### src/rtl/extensor_pkg.sv
// Shared constants, FSM state type and sizing helper
// for the chunked immediate extender.
package extensor_pkg;

  localparam logic [1:0] MODO_ZERO  = 2'b00;
  localparam logic [1:0] MODO_SINAL = 2'b01;
  localparam logic [1:0] MODO_NEGA  = 2'b10;

  typedef enum logic [1:0] {
    OCIOSO,
    ACUMULA,
    RESULTADO
  } estado_t;

  function automatic int clog2(input int v);
    int r;
    r = 0;
    while ((1 << r) < v) r++;
    return r;
  endfunction

endpackage

### src/rtl/extensor_sinal.sv
// Extends the low n bits of acc to OUT_W bits
// (zero, sign, or sign then two's-complement negate).
module extensor_sinal
  import extensor_pkg::*;
#(
  parameter int OUT_W = 8,
  parameter int NW    = 4
) (
  input  logic [OUT_W-1:0] acc,
  input  logic [NW-1:0]    n,
  input  logic [1:0]       modo,
  output logic [OUT_W-1:0] y
);

  logic [OUT_W-1:0] x;
  logic             sb;
  logic             sinal;

  assign sinal = (modo == MODO_SINAL) || (modo == MODO_NEGA);

  always_comb begin
    sb = 1'b0;
    x  = '0;
    for (int i = 0; i < OUT_W; i++) begin
      if (i == int'(n) - 1) sb = acc[i];
    end
    for (int i = 0; i < OUT_W; i++) begin
      x[i] = (i < int'(n)) ? acc[i] : (sb & sinal);
    end
    y = (modo == MODO_NEGA) ? (~x + OUT_W'(1)) : x;
  end

endmodule

### src/rtl/extensor_imediato.sv
// Accumulates IN_W-bit immediate chunks MSB-first and
// presents the extended OUT_W-bit result via valid/ready.
module extensor_imediato
  import extensor_pkg::*;
#(
  parameter int IN_W       = 3,
  parameter int OUT_W      = 8,
  parameter int MAX_CHUNKS = 4
) (
  input  logic             clock,
  input  logic             reset,
  input  logic             valido_entrada,
  output logic             pronto_entrada,
  input  logic [IN_W-1:0]  entrada,
  input  logic             ultimo,
  input  logic [1:0]       modo,
  output logic             valido_saida,
  input  logic             pronto_saida,
  output logic [OUT_W-1:0] saida,
  output logic             estouro
);

  localparam int MAX_BITS = MAX_CHUNKS * IN_W;
  localparam int NB_W     = clog2(MAX_BITS + 1);
  localparam int NW       = clog2(OUT_W + 1);

  estado_t                 estado;
  logic [OUT_W-1:0]        acc;
  logic [OUT_W-1:0]        acc_nxt;
  logic [OUT_W+IN_W-1:0]   cat;
  logic [NB_W-1:0]         nbits;
  logic [NB_W-1:0]         nbits_nxt;
  logic [NB_W:0]           soma;
  logic                    estouro_nxt;
  logic [1:0]              modo_q;
  logic [1:0]              modo_ef;
  logic [NW-1:0]           n;
  logic [OUT_W-1:0]        ext;
  logic                    aceita;

  assign pronto_entrada = (estado != RESULTADO);
  assign aceita = valido_entrada && pronto_entrada;

  assign cat     = {acc, entrada};
  assign acc_nxt = cat[OUT_W-1:0];

  assign soma = {1'b0, nbits} + (NB_W+1)'(IN_W);
  assign nbits_nxt = (soma > (NB_W+1)'(MAX_BITS))
                   ? NB_W'(MAX_BITS) : soma[NB_W-1:0];

  // Once past OUT_W the top bits are gone; extend from bit OUT_W-1.
  assign estouro_nxt = nbits_nxt > NB_W'(OUT_W);
  assign n = estouro_nxt ? NW'(OUT_W) : nbits_nxt[NW-1:0];

  assign modo_ef = (estado == OCIOSO) ? modo : modo_q;

  extensor_sinal #(
    .OUT_W (OUT_W),
    .NW    (NW)
  ) u_sinal (
    .acc  (acc_nxt),
    .n    (n),
    .modo (modo_ef),
    .y    (ext)
  );

  always_ff @(posedge clock or posedge reset) begin
    if (reset) begin
      estado       <= OCIOSO;
      acc          <= '0;
      nbits        <= '0;
      modo_q       <= MODO_ZERO;
      saida        <= '0;
      estouro      <= 1'b0;
      valido_saida <= 1'b0;
    end else if (aceita) begin
      acc   <= acc_nxt;
      nbits <= nbits_nxt;
      if (estado == OCIOSO) modo_q <= modo;
      if (ultimo) begin
        saida        <= ext;
        estouro      <= estouro_nxt;
        valido_saida <= 1'b1;
        estado       <= RESULTADO;
      end else begin
        estado <= ACUMULA;
      end
    end else if (estado == RESULTADO && pronto_saida) begin
      valido_saida <= 1'b0;
      acc          <= '0;
      nbits        <= '0;
      estado       <= OCIOSO;
    end
  end

endmodule
### config.mk
export PLATFORM = sky130hd
export DESIGN_NAME = extensor_imediato
export DESIGN_NICKNAME = d
export VERILOG_FILES = /design/src/rtl/extensor_pkg.sv /design/src/rtl/extensor_sinal.sv /design/src/rtl/extensor_imediato.sv
export SDC_FILE = /design/constraint.sdc
export NUM_CORES = 1
export LEC_CHECK = 0
export CORE_UTILIZATION = 35
export CTS_BUF_LIST = sky130_fd_sc_hd__clkbuf_16
export CTS_CLUSTER_SIZE = 16
export DETAILED_ROUTE_END_ITERATION = 8
export PLACE_DENSITY = 0.64
export SYNTH_ARGS = -nofsm -noshare
export SYNTH_HDL_FRONTEND = slang
export SYNTH_HIERARCHICAL = 1
export SYNTH_SLANG_ARGS = --single-unit
### constraint.sdc
create_clock -name clock -period 7.61 [get_ports clock]
set_input_delay 1.1415 -clock clock [delete_from_list [all_inputs] [get_ports clock]]
set_output_delay 1.1415 -clock clock [all_outputs]
set_load 0.01 [all_outputs]
==> results_tabular.tex <==
\begin{tabular}{lr}
\hline
Metric & Value \\
\hline
\multicolumn{2}{l}{\textbf{Routing}} \\
\quad Count of vias placed by the detailed router & 1343 \\
\quad First drt pass iteration count & 6 \\
\quad Initial DRC Count & 56 \\
\quad Post-detailed-route count of antenna-violating nets & 0 \\
\quad Total length of routed wires & 3510 microns \\
\quad Number of remaining DRC errors & 0 \\
\quad Drt via density & 5.69 \\
\quad Wire per inst & 14.9 microns \\
\multicolumn{2}{l}{\textbf{Synthesis}} \\
\quad Gate Count Post-Synth & 170 \\
\quad Seq/Total Area, Yosys & 34.6\% \\
\quad Most common cell in the netlist & sky130\_fd\_sc\_hd\_\_dfrtp\_1 \\
\quad Syn\_area\_per\_cell & 9.77 sq um \\
\quad Register bit count reported by yosys & 23 \\
\quad Share of flip-flops with an asynchronous set or reset & 100\% \\
\quad Most used DFF post-synth & sky130\_fd\_sc\_hd\_\_dfrtp\_1 \\
\quad Post-synthesis cell type count & 47 \\
\quad Top cell types by occurrence after synthesis & sky130\_fd\_sc\_hd\_\_dfrtp\_1, sky130\_fd\_sc\_hd\_\_nand2\_1, sky130\_fd\_sc\_hd\_\_mux2\_2, sky130\_fd\_sc\_hd\_\_a21oi\_1, sky130\_fd\_sc\_hd\_\_inv\_1 \\
\quad Number of synthesized flops with an enable pin & 0 \\
\quad Post-Synthesis Cell Area & 0.00166 sq mm \\
\quad Share of the synthesized area in the top cell type & 34.6\% \\
\quad Top cells by area, synth & sky130\_fd\_sc\_hd\_\_dfrtp\_1, sky130\_fd\_sc\_hd\_\_mux2\_2, sky130\_fd\_sc\_hd\_\_mux2i\_1 \\
\quad Synthesized net count & 184 \\
\quad Dominant cell type by area after synthesis & sky130\_fd\_sc\_hd\_\_dfrtp\_1 \\
\quad Yosys warnings & 6 \\
\multicolumn{2}{l}{\textbf{STA}} \\
\quad Final Slew Violations & 0 \\
\quad Relative max-transition margin & 39.4\% \\
\quad Timing-limited maximum frequency & 0.263 GHz \\
\quad Post-Route Setup TNS & 0 ps \\
\quad Setup skew after layout & 4.99 ps \\
\quad Final hold violations & 0 \\
\quad Time the worst path needs with I/O delays and setup & 3810 ps \\
\quad Unrepaired setup endpoints after global routing & no \\
\quad Setup violation total in the final timing report & 0 \\
\quad Share of the clock period used by the worst path after layout & 50.0\% \\
\quad Pin slew with the least headroom to its limit & 908 ps \\
\multicolumn{2}{l}{\textbf{Floorplanning}} \\
\quad Area of the die & 0.00503 sq mm \\
\quad Die X & 70.9 microns \\
\quad Initial Utilization & 37.4\% \\
\quad Num rows & 24 \\
\quad I/O Pins & 21 \\
\quad Chip height & 70.9 microns \\
\quad Core footprint & 0.00444 sq mm \\
\multicolumn{2}{l}{\textbf{Cells and area}} \\
\quad Fraction of final layout cells sized beyond drive strength 1 & 15.8\% \\
\quad Final design area excluding fillers & 0.00192 sq mm \\
\quad Antenna Diode Count & 0 \\
\quad Final net count & 199 \\
\quad Number of cells in the finished layout apart from fillers & 236 \\
\quad Synth-to-Final Area Change & 15.8\% \\
\multicolumn{2}{l}{\textbf{Critical path}} \\
\quad Maximum fanout along the worst path & 15 \\
\quad Library cell contributing the largest single delay on the critical path & sky130\_fd\_sc\_hd\_\_nor2\_1 \\
\quad CP endpoint kind & flip-flop \\
\quad Register-to-Register Path Depth & 13 \\
\quad Cell type with the highest occurrence count on the critical path & sky130\_fd\_sc\_hd\_\_ha\_1 \\
\quad CP Data Required Time & 7810 ps \\
\quad R2r setup slk & 3800 ps \\
\quad Element type at the critical path start & flip-flop \\
\quad Launch point of the worst reg-to-reg path & nbits[0]\$\_DFFE\_PP0P\_ \\
\quad Largest incremental delay on the critical path & 650 ps \\
\quad WS Path Type & reg2reg \\
\quad Destination of the worst register-to-register timing path & saida[6]\$\_DFFE\_PP0P\_ \\
\quad CP cell instances & inv\_1 > ha\_1 > o2111ai\_1 > o21a\_1 > nor2\_1 > or3\_4 > nor3\_1 > a21oi\_1 > ha\_1 > o311ai\_1 > or4b\_1 > o211ai\_1 > mux2\_2 \\
\quad Worst endpoint data arrival time & 4010 ps \\
\multicolumn{2}{l}{\textbf{Clocking}} \\
\quad H-Tree Depth & 1 \\
\quad Post-CTS Hold Fix Bufs & 0 \\
\quad Latest clock arrival within the worst-skew pair & 260 ps \\
\quad Number of buffers on the longest clock path & 2 \\
\quad CTS tree & done \\
\quad CTS Buf Count & 3 \\
\quad Post-CTS Setup Bufs & 0 \\
\quad CTS sink cnt & 23 \\
\quad Gates resized, CTS repair & 0 \\
\quad Clock Root Buffer & sky130\_fd\_sc\_hd\_\_clkbuf\_16 \\
\quad Clock-pin slew of the registers on the worst-case setup and hold paths & 70 ps \\
\multicolumn{2}{l}{\textbf{Global routing}} \\
\quad Global router's overall resource usage & 15.4\% \\
\quad GR Overflow Total & 0 \\
\quad Initial antenna violation count & 0 \\
\quad First-pass GRT wire length & 6020 microns \\
\quad Largest net degree at the start of global routing & 24 \\
\quad Via count of the first global-routing pass & 1262 \\
\multicolumn{2}{l}{\textbf{Status}} \\
\quad Run status & completed \\
\multicolumn{2}{l}{\textbf{Place}} \\
\quad Input/output buffers & 20 \\
\quad RePlAce Congestion & 0.823 \\
\quad Detailed placement HPWL & 2520 microns \\
\quad Placed inst area & 0.00184 sq mm \\
\quad Number of cells in the design after placement & 232 \\
\multicolumn{2}{l}{\textbf{Power}} \\
\quad VDD IR max & 0.202 mV \\
\quad Leakage power total & 0.812 nW \\
\quad Power density cells & 447 mW/mm\^{}2 \\
\multicolumn{2}{l}{\textbf{Hold path}} \\
\quad Hold Startpoint & modo\_q[0]\$\_DFFE\_PP0P\_ \\
\quad Hold/Removal Path Class & reg2reg \\
\quad Cell depth of the worst hold path & 2 \\
\quad Endpoint with the worst hold slack & modo\_q[0]\$\_DFFE\_PP0P\_ \\
\multicolumn{2}{l}{\textbf{Flow run}} \\
\quad Max Cap Violations & 0 \\
\hline
\end{tabular}
[cells in the final DEF (no fill, tap or decap), types with 5 or more instances in the layout]
cell type,instances
sky130_fd_sc_hd__clkdlybuf4s50_1,20
sky130_fd_sc_hd__a21oi_1,9
sky130_fd_sc_hd__mux2_2,11
sky130_fd_sc_hd__nor2_1,8
sky130_fd_sc_hd__mux2i_1,6
sky130_fd_sc_hd__o21a_1,5
sky130_fd_sc_hd__nand2_1,16
sky130_fd_sc_hd__nor3_1,5
sky130_fd_sc_hd__inv_1,9
sky130_fd_sc_hd__dfrtp_1,23
sky130_fd_sc_hd__a22o_1,6
sky130_fd_sc_hd__o21ai_0,6
[through the flow]
stage / setup WS [ps] / power, mW / utilization, % / hold slack, ps
2_1_floorplan: 4580 / 0.638 / - / 442
4_1_cts: 3860 / 0.861 / 43.3 / 476
5_1_grt: 3460 / 0.931 / 43.3 / 519
3_5_place_dp: 3880 / 0.739 / 41.5 / 460
3_3_place_gp: 3940 / 0.733 / 41.5 / 461
6_report: 3800 / 0.861 / 43.3 / 475
[report_power, final]
group	internal, mW	switching, mW	leakage, nW
sequential	0.166	0.0431	0.282
combinational	0.255	0.279	0.489
clock	0.0709	0.0473	0.0409
total	0.491	0.369	0.812
[worst max-delay path, delay by kind of cell, from the launching register on]
family / cells / cell delay [ps]
simple gates: 4 / 1520
compound gates: 5 / 910
fa+ha+maj: 2 / 520
flops: 1 / 470
mux: 1 / 170
buf+inv: 1 / 130
[per-layer routing]
layer	wire [microns]	share of wire [%]	global-route usage [%]
met1	1730	49	21.6
met2	1520	43	23.3
met3	188	5.4	2.56
met4	67	1.9	7.11
met5	0	0	0
[worst max path at each step]
stage                               from              endpoint  slack, ps  cells after the start
floorplan                        modo[1]  saida[6]$_DFFE_PP0P_       4580                      9
global placement                 modo[1]  saida[6]$_DFFE_PP0P_       3940                     10
detailed placement  nbits[0]$_DFFE_PP0P_  saida[6]$_DFFE_PP0P_       3880                     13
CTS                 nbits[0]$_DFFE_PP0P_  saida[6]$_DFFE_PP0P_       3860                     13
global route        nbits[0]$_DFFE_PP0P_  saida[6]$_DFFE_PP0P_       3460                     13
finish              nbits[0]$_DFFE_PP0P_  saida[6]$_DFFE_PP0P_       3800                     13
[cell type report]
cell class / count / area, sq um
fillers: 450 / 2520
multi-input cells: 127 / 962
flip-flops and latches: 23 / 576
repair buffers: 21 / 208
clock buffers: 3 / 75.1
well taps: 52 / 65.1
inverters: 9 / 33.8
clock inverters: 1 / 5.00
[sequential cells by signal, summed over array words and instances, names as in the netlist]
register / flops
valido_saida: 1
modo_q: 2
acc: 5
estouro: 1
saida: 8
nbits: 4
estado: 2
[kinds of logic (layout without fill, tap and decap cells)]
group | after synthesis | count (layout) | share of synthesized area, %
compound gates | 54 | 54 | 25.5
flops | 23 | 23 | 34.6
mux | 18 | 18 | 12.4
buf+inv | 20 | 34 | 7.45
xor+xnor | 4 | 4 | 2.11
simple gates | 47 | 47 | 14.9
fa+ha+maj | 4 | 4 | 3.01
Power figures use the tool's default switching activity.
